## src/rtl/pwm_breath_ctrl.sv

```systemverilog
// pwm_breath_ctrl: sequences the duty value for one PWM channel.
// It selects OFF, MANUAL-step or BREATH (automatic up/down ramp) operation.
// The duty value handed to the PWM datapath changes only on PWM period
// boundaries, so a running period is never truncated.
// Optional build macro: PWM_CTRL_SAT_EN
//   - MANUAL steps saturate at MAX instead of wrapping.
//   - Leaving MANUAL with the target at MAX enters BREATH_DOWN.
module pwm_breath_ctrl #(
  parameter int unsigned DW           = 3,
  parameter int unsigned STEP         = 1,
  parameter int unsigned HOLD_PERIODS = 64
) (
  input  logic          clk,
  input  logic          rst,
  input  logic          key_mode,
  input  logic          key_step,
  input  logic          period_end,
  output logic [DW-1:0] duty,
  output logic          duty_upd,
  output logic [1:0]    mode
);

  localparam int unsigned    HCW       = 16;
  localparam logic [DW-1:0]  MAX_V     = {DW{1'b1}};
  localparam logic [DW:0]    MAX_W     = {1'b0, MAX_V};
  localparam logic [DW:0]    STEP_W    = (DW+1)'(STEP);
  localparam logic [HCW-1:0] HOLD_LAST = HCW'(HOLD_PERIODS - 1);

  typedef enum logic [1:0] {
    ST_OFF    = 2'b00,
    ST_MANUAL = 2'b01,
    ST_UP     = 2'b10,
    ST_DOWN   = 2'b11
  } state_t;

  state_t         state_q, state_d;
  logic [DW-1:0]  duty_nxt_q, duty_nxt_d;
  logic [HCW-1:0] hold_q, hold_d;
  logic [DW-1:0]  duty_d;
  logic           duty_upd_d;
  logic [DW:0]    sum_c;

  // Target plus one step, one bit wider so overflow is visible.
  assign sum_c = {1'b0, duty_nxt_q} + STEP_W;

  // Mode output is the state register itself.
  assign mode = state_q;

  // Next-state, target, hold counter and shadowed duty.
  always_comb begin
    state_d    = state_q;
    duty_nxt_d = duty_nxt_q;
    hold_d     = hold_q;
    duty_d     = duty;
    duty_upd_d = 1'b0;

    // Boundary load sees the target from before any step/transition this cycle.
    if (period_end && (duty != duty_nxt_q)) begin
      duty_d     = duty_nxt_q;
      duty_upd_d = 1'b1;
    end

    case (state_q)
      ST_OFF: begin
        if (key_mode) begin
          state_d    = ST_MANUAL;
          duty_nxt_d = '0;
          hold_d     = '0;
        end
      end

      ST_MANUAL: begin
        if (key_mode) begin
          // key_mode wins over a simultaneous key_step.
`ifdef PWM_CTRL_SAT_EN
          state_d = (duty_nxt_q == MAX_V) ? ST_DOWN : ST_UP;
`else
          state_d = ST_UP;
`endif
          hold_d = '0;
        end else if (key_step) begin
`ifdef PWM_CTRL_SAT_EN
          duty_nxt_d = (sum_c > MAX_W) ? MAX_V : sum_c[DW-1:0];
`else
          duty_nxt_d = sum_c[DW-1:0];
`endif
        end
      end

      ST_UP, ST_DOWN: begin
        if (key_mode) begin
          state_d    = ST_OFF;
          duty_nxt_d = '0;
          hold_d     = '0;
        end else if (period_end) begin
          if (hold_q >= HOLD_LAST) begin
            hold_d = '0;
            if (state_q == ST_UP) begin
              if (sum_c >= MAX_W) begin
                duty_nxt_d = MAX_V;
                state_d    = ST_DOWN;
              end else begin
                duty_nxt_d = sum_c[DW-1:0];
              end
            end else begin
              if ({1'b0, duty_nxt_q} <= STEP_W) begin
                duty_nxt_d = '0;
                state_d    = ST_UP;
              end else begin
                duty_nxt_d = duty_nxt_q - STEP_W[DW-1:0];
              end
            end
          end else begin
            hold_d = hold_q + HCW'(1);
          end
        end
      end

      default: begin
        state_d    = ST_OFF;
        duty_nxt_d = '0;
        hold_d     = '0;
      end
    endcase
  end

  // State and output registers; reset discards any pending update.
  always_ff @(posedge clk or posedge rst) begin
    if (rst) begin
      state_q    <= ST_OFF;
      duty_nxt_q <= '0;
      hold_q     <= '0;
      duty       <= '0;
      duty_upd   <= 1'b0;
    end else begin
      state_q    <= state_d;
      duty_nxt_q <= duty_nxt_d;
      hold_q     <= hold_d;
      duty       <= duty_d;
      duty_upd   <= duty_upd_d;
    end
  end

endmodule

```

## config.mk

```make
export PLATFORM = sky130hd
export DESIGN_NAME = pwm_breath_ctrl
export DESIGN_NICKNAME = d
export VERILOG_FILES = /design/src/rtl/pwm_breath_ctrl.sv
export SDC_FILE = /design/constraint.sdc
export NUM_CORES = 1
export LEC_CHECK = 0
export CAP_MARGIN = 20
export CORE_AREA = 2 2 69 64
export DETAILED_ROUTE_END_ITERATION = 10
export DIE_AREA = 0 0 71 66
export SYNTH_ARGS = -nofsm -noshare
export SYNTH_HDL_FRONTEND = slang
export SYNTH_SLANG_ARGS = --single-unit
```

## constraint.sdc

```tcl
create_clock -name clk -period 2.1 [get_ports clk]
set_input_delay 0.63 -clock clk [delete_from_list [all_inputs] [get_ports clk]]
set_output_delay 0.63 -clock clk [all_outputs]
set_load 0.02 [all_outputs]
```

==> results of run 1 <==
## power groups by stage
stage | logic [mW] | registers [mW] | clock network, mW
finish | 0.837 | 0.700 | 0.301
global route | 0.941 | 0.721 | 0.334
CTS | 0.826 | 0.700 | 0.314
detailed placement | 0.820 | 0.709 | 0
global placement | 0.806 | 0.701 | 0
floorplan | 0.527 | 0.711 | 0
## routing by layer
metal,GRT usage (%),wire length [um],vias up
met5,0,0,-
met4,2.830,14,0
met3,3.659,85,2
met2,23.48,1354,11
met1,17.46,1376,517
li1,-,-,551
## area by class of cell
cell class	count	area, um2
clock inverter	1	8.758
inverter	4	15.01
tap	48	60.06
timing repair buffer	22	192.7
multi-input combinational	110	769.5
sequential	25	626.9
clock buffer	3	41.29
fill	379	2277
## synthesized netlist by cell type (2+ instances only)
library cell  count  area share (%)
dfrtp_1          25              44
mux2_2            3             2.4
nand3_1           3             1.1
nor3_1            3             1.1
inv_1             4             1.1
a21oi_1           7             2.5
ha_1              5             4.4
and3_1            4             1.8
xor2_1            5             3.1
and2b_2           2             1.2
nor4_4            2             3.0
and2_1            2            0.88
a31oi_1           5             2.2
clkbuf_1          3            0.79
o21ai_0           9             3.2
nand2b_1          4             1.8
nand2_1          13             3.4
buf_2             2            0.70
nor2_1           16             4.2
## worst max-delay path by stage
stage | from | end | slack, ps | cells past startpoint
detailed placement | key_mode | duty_nxt_q[1]$_DFFE_PP0P_ | -250 | 6
CTS | key_mode | duty_nxt_q[1]$_DFFE_PP0P_ | 30 | 6
global placement | key_mode | duty_nxt_q[1]$_DFFE_PP0P_ | -220 | 6
floorplan | duty_nxt_q[0]$_DFFE_PP0P_ | duty_nxt_q[1]$_DFFE_PP0P_ | 370 | 7
global route | mode[1]$_DFFE_PP0P_ | mode[1] | 70 | 1
finish | mode[1]$_DFFE_PP0P_ | mode[1] | 130 | 1
## through the flow
step | instance area (um2) | power, mW | TNS, ps | instances
floorplan | 1425 | 1.239 | 0 | 145
global placement | 1643 | 1.506 | -730.2 | 209
detailed placement | 1643 | 1.529 | -1544 | 209
CTS | 1693 | 1.841 | 0 | 213
global route | 1714 | 1.996 | 0 | 213
finish | 1714 | 1.838 | 0 | 213
## state kept, by name, indices dropped and copies added, names as in the netlist
name,count
duty,3
duty_nxt_q,3
duty_upd,1
hold_q,16
mode,2
## cells by family after synthesis
family	count (synthesis)	synth area share (%)
simple gates	61	26.16
compound gates	36	16.77
flops	25	43.90
buf+inv	10	3.336
xor+xnor	5	3.073
fa+ha+maj	5	4.390
mux	3	2.370
## timing repair
action / in CTS / in global routing
hold buffers: 0 / 0
resized for setup: 0 / 4
endpoints found under the setup margin: 0 / 3
endpoints found under the hold margin: 0 / 0
==> flow_summary.yaml, run 1 <==
critical_path:
  max_stage_delay_ps: 620
  cp.arrival_ps: 1340
  worst-r2r-setup-slack_ps: 330
  worst-path-max-fanout: 10
  crit_path_end_kind: "output port"
  path_class: "register to output port"
  r2r-start: "duty_nxt_q[0]$_DFFE_PP0P_"
  crit_slowest_cell: "clkdlybuf4s50_1"
  start_kind: "register"
  cp_top_family: "buffers and inverters"
  crit_chain: "clkdlybuf4s50_1"
  rr_worst_depth: 6
  cp_num_buf_inv: 1
  r2r_end: "duty_nxt_q[1]$_DFFE_PP0P_"
  cp.required_ps: 1470
logic_synthesis:
  netlist_area_um2: 1425
  synth_top_flop_cell: "dfrtp_1"
  synth-seq-cells: 25
  synth_area_per_cell_um2: 9.828
  syn_inst: 145
  synth_cell_types: 47
  ys_seq_area_share_pct: 43.90
  synth-edff-count: 0
  async_reset_ff_share_pct: 100.0
  ys_warn_count: 0
  synth_nets: 155
power_and_ir_drop:
  power_density_nw_per_um2: 1072
  swShare_pct: 38.89
  seq_power_share_pct: 38.1
  p_leak_nw: 0.7914
  internal_power_mw: 1.123
  p_switching_uw: 714.7
  p_comb_share_pct: 45.5
  peakVddDrop_mv: 0.5228
  clockPowerShare_pct: 16.4
cells_and_area:
  num_antenna_cells: 0
  areaGrowthSynthToFinish_pct: 20.28
  drive_gt1_share_pct: 20.00
  layout_common_cells: "dfrtp_1 (24), nor2_1 (16), nand2_1 (13), buf_4 (12)"
  final_core_util_pct: 42.95
  final_nets: 176
  final_common_cell: "dfrtp_1"
sta:
  setup-violations-final: 0
  maxSlewViolCount: 0
  maxSlewHeadroom_pct: 75.08
  setup_slack_ps: 126.2
  finalCritPeriodShare_pct: 93.99
  max_freq_ghz: 0.5066
  rsz0062_at_grt: "no"
  skew_ps: 3.591
  hold_viol: 0
  fin_crit_ps: 1974
  hold_ws_ps: 530.6
  tightest_slew_ps: 373.8
die:
  ios: 11
  coreArea_um2: 3991
  row_count: 22
  dieArea_um2: 4686
  start_util_pct: 35.71
  die_y_um: 66
  fp.dieW_um: 71
clock_network:
  clk_transition_reported_paths_ps: 90
  cts_max_level: 1
  post-cts-setup-buffer-count: 0
  cts_tree: "done"
  root_buffer: "clkbuf_8"
  clk_latency_ps: 270
  clock_path_buffers: 2
  cts_sinks: 25
  numCtsBuffers: 3
grt:
  grt_pass1_vias: 1107
  grt_pass1_wl_mm: 5.092
  grt_overflow: 0
  antenna_found_initial: 0
  grt_start_max_net_pins: 26
  grtUsageTotal_pct: 13.71
job:
  cap_violations: 0
routing:
  drc: 0
  viasPerCell: 5.075
  wl_per_cell_um: 13.29
  dr.pass1.iters: 4
  ant_nets: 0
  routed_wl_mm: 2.830
  via_count: 1081
  drt-initial-drc-count: 38
placed_design:
  hpwl_mm: 2.155
  port_buffers: 10
  gp_congestion: 0.7949
  place_ws_ps: -250.2
worst_hold_path:
  min_path_type: "register to register"
  whs_endpoint: "hold_q[15]$_DFFE_PP0P_"
  whs_path_depth: 2
  min_from: "hold_q[15]$_DFFE_PP0P_"
run_status:
  status: "completed"
(Power assumes the default switching activity.)
==> run 2, diff against run 1 <==
--- a/config.mk
+++ b/config.mk
@@ -7,6 +7,7 @@
 export LEC_CHECK = 0
+export ABC_AREA = 1
 export CAP_MARGIN = 20
-export CORE_AREA = 2 2 69 64
+export CORE_AREA = 2 2 71 66
 export DETAILED_ROUTE_END_ITERATION = 10
-export DIE_AREA = 0 0 71 66
+export DIE_AREA = 0 0 73 68
 export SYNTH_ARGS = -nofsm -noshare
--- a/constraint.sdc
+++ b/constraint.sdc
@@ -3,2 +3,2 @@
 set_output_delay 0.63 -clock clk [all_outputs]
-set_load 0.02 [all_outputs]
+set_load 0.01 [all_outputs]
==> flow_summary.yaml, run 2 <==
cells_and_area:
  drive_gt1_share_pct: 20.31
  largestRegisters: "hold_q: 16 flops, duty: 3 flops, duty_nxt_q: 3 flops"
  num_antenna_cells: 0
  areaGrowthSynthToFinish_pct: 14.72
  largest_register_ffs: 16
  final_common_cell: "nand2_1"
  fillers: 439
  layout_common_cells: "nand2_1 (45), inv_1 (25), dfrtp_1 (25), nor2_1 (14), nor2_4 (12)"
  top_register: "hold_q"
  final_nets: 203
grt:
  grt_pass1_vias: 1048
  grt_overflow: 0
  grtUsageTotal_pct: 12.07
  grt_start_max_net_pins: 26
  antenna_found_initial: 0
  grt_pass1_wl_mm: 4.643
clock_network:
  cts-resized-gates: 0
  numCtsBuffers: 3
  cts_sinks: 25
  cts_hold_buf: 0
  clk_latency_ps: 270
  root_buffer: "clkbuf_8"
  clock_path_buffers: 2
  clk_transition_reported_paths_ps: 90
  post-cts-setup-buffer-count: 0
  cts_max_level: 1
  cts_tree: "done"
die:
  die_y_um: 68
  dieArea_um2: 4964
  ios: 11
  row_count: 23
  fp.dieW_um: 73
  start_util_pct: 34.90
  coreArea_um2: 4288
logic_synthesis:
  netlist_area_um2: 1496
  yosysMostFrequentCell: "nand2_1"
  synth-edff-count: 0
  ys_seq_area_share_pct: 41.81
  synth-seq-cells: 25
  async_reset_ff_share_pct: 100.0
  ys_warn_count: 0
  synth_top_area_share_pct: 41.81
  syn_inst: 177
  yosys-top-cells-area: "dfrtp_1 (42%), nand2_1 (11%), nor2_4 (9.0%)"
  synth_top_flop_cell: "dfrtp_1"
  synth_cell_types: 28
  yosys-top-cells-count: "nand2_1 (45), dfrtp_1 (25), inv_1 (25)"
  yosys.area.top_type: "dfrtp_1"
  synth_nets: 187
  synth_area_per_cell_um2: 8.454
routing:
  viasPerCell: 4.446
  drt-initial-drc-count: 49
  dr.pass1.iters: 4
  routed_wl_mm: 2.551
  drc: 0
  via_count: 1076
  ant_nets: 0
  wl_per_cell_um: 10.54
sta:
  maxSlewHeadroom_pct: 75.00
  setup-violations-final: 0
  tightest_slew_ps: 375.0
  rsz0062_at_grt: "no"
  fin_crit_ps: 1961
  skew_ps: 8.764
  max_freq_ghz: 0.5100
  fin_setup_tns_ps: 0
  finalCritPeriodShare_pct: 93.37
  hold_viol: 0
  maxSlewViolCount: 0
power_and_ir_drop:
  p_leak_nw: 0.7980
  power_mw: 1.713
  peakVddDrop_mv: 0.2727
  power_density_nw_per_um2: 998.0
critical_path:
  start_kind: "register"
  worst-path-max-fanout: 6
  crit_path_end_kind: "output port"
  cp_num_buf_inv: 1
  cp_top_family: "buffers and inverters"
  path_class: "register to output port"
  cp.required_ps: 1470
  max_stage_delay_ps: 580
  cp.arrival_ps: 1330
  crit_slowest_cell: "clkdlybuf4s50_1"
  crit_chain: "clkdlybuf4s50_1"
placed_design:
  gp_congestion: 0.7958
  hpwl_mm: 1.937
  port_buffers: 10
job:
  cap_violations: 0
worst_hold_path:
  min_path_type: "register to register"
run_status:
  status: "completed"
run 2: worst paths after layout:
kind / startpoint / to / slack, ps / depth (start not counted)
worst max-delay path: mode[1]$_DFFE_PP0P_ / mode[1] / 140 / 1
worst min-delay path: hold_q[14]$_DFFE_PP0P_ / hold_q[14]$_DFFE_PP0P_ / 540 / 2
worst max register to register: duty_nxt_q[0]$_DFFE_PP0P_ / mode[0]$_DFFE_PP0P_ / 570 / 10
worst min register to register: hold_q[14]$_DFFE_PP0P_ / hold_q[14]$_DFFE_PP0P_ / 540 / 2
max in group asynchronous: rst / duty_upd$_DFF_PP0_ / 1150 / 3
min in group asynchronous: rst / hold_q[14]$_DFFE_PP0P_ / 700 / 3
run 2: metrics by stage:
step	setup slack [ps]	hold WS, ps	util (%)	std cells	area [um2]
final	139.2	536.0	40.04	242	1717
after global routing	91.08	568.9	40.04	242	1717
after CTS	138.0	543.7	40.04	242	1717
after detailed placement	44.90	512.8	38.96	238	1670
after global placement	68.02	515.1	38.96	238	1670
after floorplan	725.0	490.7	-	177	1496
run 2: final cells by class:
cell class	count	area [um2]	area share [%]
Tap cell	50	62.56	3.644
Timing Repair Buffer	14	142.6	8.309
Inverter	30	112.6	6.560
Clock buffer	3	41.29	2.405
Sequential cell	25	625.6	36.44
Multi-Input combinational cell	119	726.9	42.35
Clock inverter	1	5.005	0.2915
run 2: report_power, final:
group          internal, mW  total (mW)  switching [mW]
sequential            0.559       0.685           0.125
combinational         0.314       0.740           0.426
clock                 0.133       0.289           0.156
total                  1.01        1.71           0.707
run 2: worst min-delay path: stages, from the launching register on:
cell     delay, ps
dfrtp_1        350
inv_1           60
nor2_4          90
run 2: layer usage:
| layer | share of wire, % | vias to the layer above | GRT usage, % | wire length (um) |
|---|---|---|---|---|
| met5 | 0 | - | 0 | 0 |
| met4 | 1.3 | 0 | 4.398 | 34 |
| met3 | 1.5 | 4 | 2.209 | 38 |
| met2 | 44 | 8 | 18.92 | 1134 |
| met1 | 53 | 486 | 16.65 | 1343 |
| li1 | - | 578 | - | - |
run 2: logic make-up after synthesis:
| logic type | count (synthesis) | synth area share, % |
|---|---|---|
| fa+ha+maj | 5 | 4.181 |
| compound gates | 14 | 6.355 |
| buf+inv | 33 | 9.615 |
| mux | 2 | 1.505 |
| simple gates | 93 | 33.61 |
| xor+xnor | 5 | 2.926 |
| flops | 25 | 41.81 |
==> RTL edit 1 (config.mk and constraints of run 2) <==
The localparam `HCW` goes from 16 to 17.
--- a/src/rtl/pwm_breath_ctrl.sv
+++ b/src/rtl/pwm_breath_ctrl.sv
@@ -22,3 +22,3 @@
 
-  localparam int unsigned    HCW       = 16;
+  localparam int unsigned    HCW       = 17;
   localparam logic [DW-1:0]  MAX_V     = {DW{1'b1}};
Behaviour: no difference found for any inputs over 10 cycles, from zero or initial values and one cycle with rst high; that may be too few to reach the edited logic, so the function may still have changed.
==> RTL edit 1 against run 2 <==
- critical path depth unchanged
- area after synthesis down 4.2%
- clock skew up 0.0013 ns
- combinational power down 12%
- sequential share of layout area up 2.3 points
- worst hold slack worse by 0.037 ns
- power up 2.3%
- utilization down 0.85 points
- sequential cell count up 1
- cell area down 2.1%
- setup slack worse by 0.0070 ns
- routed wire length up 4.0%
==> RTL edit 1: results (changes against run 2) <==
total met2 wirelength after detailed routing 1110 um (-2.3%); LEAKAGE 0.816 nW (+2.3%); first-iteration detailed-routing DRC count 66 (+35%); GRT Total Usage 12.1% (about the same); clock insertion delay at the later pin of the skew report 0.27 ns (about the same); kind of cell with the highest combined delay on the critical path buffers and inverters; status finished, final reports clean; post-DP HPWL 1910 um (-1.5%); most frequent cells after synthesis 41 x nand2_1, 26 x dfrtp_1, 25 x inv_1, 25 x nor2_1, 15 x nand3_1; H-tree level count 1 (unchanged); worst setup skew after layout 0.0101 ns (+0.00131 ns); GR Util met1 17.3% (+0.62 points); post-cts resize count 0 (unchanged); post-synth cell types 25 (-11%); CP peak stage delay 0.58 ns (about the same); via count of the first global-routing pass 1040 (-0.76%); pin count of the biggest net entering global routing 27 (+3.8%); post-synthesis sequential area ratio 45.4% (+3.6 points); M3 GR Usage 2.21% (unchanged); number of I/O port buffers 10 (unchanged); Crit Path Max Fanout 7 (+1); wire length of the first global-routing pass 4660 um (+0.45%); worst setup timing slack at the placement stage 0.0776 ns (+0.0327 ns); internal power of the cells 1.12 mW (+11%); clock transition at the registers of the reported paths 0.10 ns; Async SR Flop Fraction 100% (unchanged); Max transition margin 75.5% (+0.48 points); Regs by FF count hold_q (17), duty (3), duty_nxt_q (3); routed vias 1111 (+3.3%); 1st-pass router iterations 4 (unchanged); met2 layer usage reported by global route 18.2% (-0.68 points); max-cap violations 0 (unchanged); sum of routed wire length over all layers 2650 um (+4.0%); placed cell area 0.00161 mm2 (-3.7%); fin nets 208 (+2.5%); data arrival at the endpoint of the critical path 1.34 ns; critical-path cell with the highest stage delay clkdlybuf4s50_1; # Post-CTS Setup Buffers 0 (unchanged); peak ir drop on the vdd network 0.000327 V (+20%); proportion of layout cells with a drive suffix above 1 9.64% (-11 points); Detail Route met3 WL 53 um (+39%); met1 routed wirelength after detailed routing 1480 um (+9.8%); net count after synthesis 191 (+2.1%); biggest area contributors in the synthesized netlist dfrtp_1 45%, nand2_1 11%, inv_1 6.5%; number of buffers created by CTS 3 (unchanged); Placer Congestion 0.795 (about the same); Syn. warnings 0 (unchanged); Filler Cell Count 426 (-3.0%); # diodes 0 (unchanged)
[RTL edit 1: cell count changes in the layout (fill, tap and decap cells not counted), sizes merged, moves of 2 or more]
cell          run 2  this run
mux2              2         0
nand3            12        16
inv              30        27
nand2            48        43
buf               4         6
nand4             3         6
a21oi             7         9
[RTL edit 1: metrics by stage]
stage	utilization, %	std cells
6_report	39.2	247
3_3_place_gp	37.5	243
3_5_place_dp	37.5	243
4_1_cts	39.2	247
5_1_grt	39.2	247
2_1_floorplan	-	181
[RTL edit 1: area by class of cell]
class / instances / area share (%)
Clock buffer: 3 / 2.46
Clock inverter: 1 / 1.79
Inverter: 27 / 6.03
Multi-Input combinational cell: 124 / 38.6
Sequential cell: 26 / 38.7
Tap cell: 50 / 3.72
Timing Repair Buffer: 16 / 8.64
[RTL edit 1: power by group through the flow]
stage	Clock, mW	Combinational, mW	Sequential, mW
after floorplan	0	0.467	0.671
after global placement	0	0.655	0.693
after detailed placement	0	0.653	0.691
after CTS	0.429	0.656	0.681
after global routing	0.451	0.741	0.695
final	0.418	0.652	0.682
[RTL edit 1: worst paths after layout]
kind	startpoint	endpoint	slack (ns)	cells after the start
max	mode[0]	mode[0]	0.13	1
min	hold_q[10]	hold_q[10]	0.50	2
max reg2reg	duty_nxt_q[0]	duty_nxt_q[1]	0.50	8
min reg2reg	hold_q[10]	hold_q[10]	0.50	2
max in group asynchronous	rst	duty_nxt_q[2]	1.14	3
min in group asynchronous	rst	hold_q[16]	0.70	3
[RTL edit 1: cell families (layout without fill, tap and decap cells)]
family	Yosys count	count (layout)	synth area share, %
AO/OA/AOI/OAI	19	19	7.16
flip-flops	26	26	45.4
multiplexers	1	1	0.698
XOR/XNOR	5	5	3.05
adder cells (fa/ha/maj)	5	5	4.36
buffers and inverters	31	47	9.34
AND/OR/NAND/NOR	94	94	30.0
==> RTL edit 2 (settings of run 2) <==
Made on the original files. Put one more register stage on the output `mode`, without a reset. The value now appears one clock later. The other outputs are not delayed to match.
--- a/src/rtl/pwm_breath_ctrl.sv
+++ b/src/rtl/pwm_breath_ctrl.sv
@@ -46,3 +46,5 @@
   // Mode output is the state register itself.
-  assign mode = state_q;
+  always_ff @(posedge clk) begin
+    mode <= state_q;
+  end
 
Formal check against the unedited RTL: not equivalent (Yosys sat finds a counterexample within 4 cycles, from zero or initial values and one cycle with rst high).
==> RTL edit 2 against run 2 <==
- cell area shrank 4.9%
- largest cell class is now flip-flops and latches
- clock skew hardly changed
- area after synthesis fell by 6.7%
- sequential cell count is 2 higher
- setup slack improved by 0.12 ns
- first-iteration DRC count shrank 33%
- power is 0.16% lower
- combinational power is 6.6% lower
- final cell count stayed put
- critical endpoint is now duty[0]
- highest routed layer unchanged
- die area unchanged
- routed wire length down 3.8%
- critical path type unchanged
==> RTL edit 2: results (changes against run 2) <==
status finished, final reports clean; Placer Congestion 0.848 (+6.5%); post-cts resize count 0 (unchanged); kind of cell with the highest combined delay on the critical path buffers and inverters; CTS root buf clkbuf_8; worst setup skew after layout 0.00872 ns (-0.0000428 ns); biggest area contributors in the synthesized netlist dfrtp_1 45%, nand2_1 12%, nor2_1 7.0%; post-synthesis sequential area ratio 47.7% (+5.9 points); Regs by FF count hold_q (16), duty (3), duty_nxt_q (3); wire length of the first global-routing pass 4380 um (-5.6%); Min-Delay Path Class register to register; Max Buffers Root-to-Sink 2 (unchanged); via count of the first global-routing pass 1021 (-2.6%); Async SR Flop Fraction 92.6% (-7.4 points); post-DP HPWL 1890 um (-2.6%); pin count of the biggest net entering global routing 26 (unchanged); max-cap violations 0 (unchanged); critical-path cell with the highest stage delay clkdlybuf4s50_1; proportion of layout cells with a drive suffix above 1 12.5% (-7.8 points); Hold Crit Depth 0 (-2); sum of routed wire length over all layers 2460 um (-3.8%); cells on worst reg2reg path 8 (-2); internal power of the cells 1.05 mW (+4.8%); most frequent cells after synthesis 43 x nand2_1, 26 x nor2_1, 25 x dfrtp_1; H-tree level count 1 (unchanged); net count after synthesis 185 (-1.1%); Max transition margin 78.6% (+3.6 points); Top FF cell, synth dfrtp_1; average via count per standard cell 4.40 (-0.93%); # diodes 0 (unchanged); Crit Path Max Fanout 3 (-3); most used standard cell by instance count after synthesis nand2_1; data arrival at the endpoint of the critical path 1.21 ns (-0.12 ns); # Post-CTS Setup Buffers 0 (unchanged); CP peak stage delay 0.55 ns (-0.03 ns); peak ir drop on the vdd network 0.000487 V (+79%); mean post-synth cell area 7.98 um2 (-5.6%); routed vias 1066 (-0.93%); LEAKAGE 0.803 nW (+0.68%); GRT overflow 0 (unchanged); post-synth cell types 27 (-3.6%); first-iteration detailed-routing DRC count 33 (-33%); GRT Total Usage 11.4% (-0.65 points)
[RTL edit 2: cell count changes in the layout (fill, tap and decap cells not counted), sizes merged, moves of 2 or more]
cell / change
dfxtp: +2
nand2: -2
nor2: +2
a21oi: -3
xor2: -4
o21bai: +3
inv: -2
xnor2: +3
nand3: +3
[RTL edit 2: routing by layer]
| layer | vias to the layer above | track usage [%] | part of all wire (%) |
|---|---|---|---|
| met1 | 473 | 15.8 | 55 |
| met5 | - | 0 | 0 |
| li1 | 573 | - | - |
| met4 | 0 | 2.08 | 0.53 |
| met2 | 18 | 17.7 | 41 |
| met3 | 2 | 3.53 | 3.2 |
[RTL edit 2: logic make-up after synthesis]
logic type / share of synthesized area [%]
xor gates and xnor gates: 2.51
muxes: 0.806
and+or+nand+nor: 30.5
adders and majority gates: 4.48
buffers and inverters: 8.15
AOI/OAI and AO/OA: 5.91
DFF: 47.7
[RTL edit 2: area by class of cell]
cell class,instances,area (um2)
inverters,28,105
repair buffers,15,138
multi-input cells,118,617
fillers,469,2660
well taps,50,62.6
flip-flops and latches,27,666
clock buffers,4,45.0
[RTL edit 2: per-stage QoR]
stage	instance area (um2)	util [%]	setup slack (ns)	hold WS, ns	total power [mW]
finish	1630	38.1	0.261	0.437	1.71
global route	1630	38.1	0.194	0.457	1.88
floorplan	1400	-	0.731	0.388	1.21
detailed placement	1590	37.0	0.0823	0.415	1.44
global placement	1590	37.0	0.120	0.425	1.44
CTS	1630	38.1	0.240	0.437	1.73
[RTL edit 2: path summary, 6_finish.rpt]
kind	slack, ns	endpoint	start
max in group asynchronous	1.15	hold_q[12]	rst
worst max register to register	0.56	duty_nxt_q[1]	duty_nxt_q[0]
min in group asynchronous	0.70	hold_q[4]	rst
worst min-delay path	0.44	mode[0]	state_q[0]
worst max-delay path	0.26	duty[0]	duty[0]
worst min register to register	0.44	mode[0]	state_q[0]
[RTL edit 2: power groups by stage]
stage                     clock network, mW  logic, mW  registers, mW
final                                 0.286      0.691          0.733
after global routing                  0.325      0.799          0.756
after CTS                             0.299      0.699          0.736
after detailed placement                  0      0.695          0.744
after global placement                    0      0.693          0.745
after floorplan                           0      0.487          0.724
[RTL edit 2: worst register-to-register path, stage by stage (launching register included)]
cell,delay [ns]
dfrtp_1,0.53
inv_1,0.14
ha_1,0.36
nor2_1,0.11
nand3_1,0.09
nand3_1,0.07
nand2_1,0.05
nand2_1,0.05
nand2_1,0.05
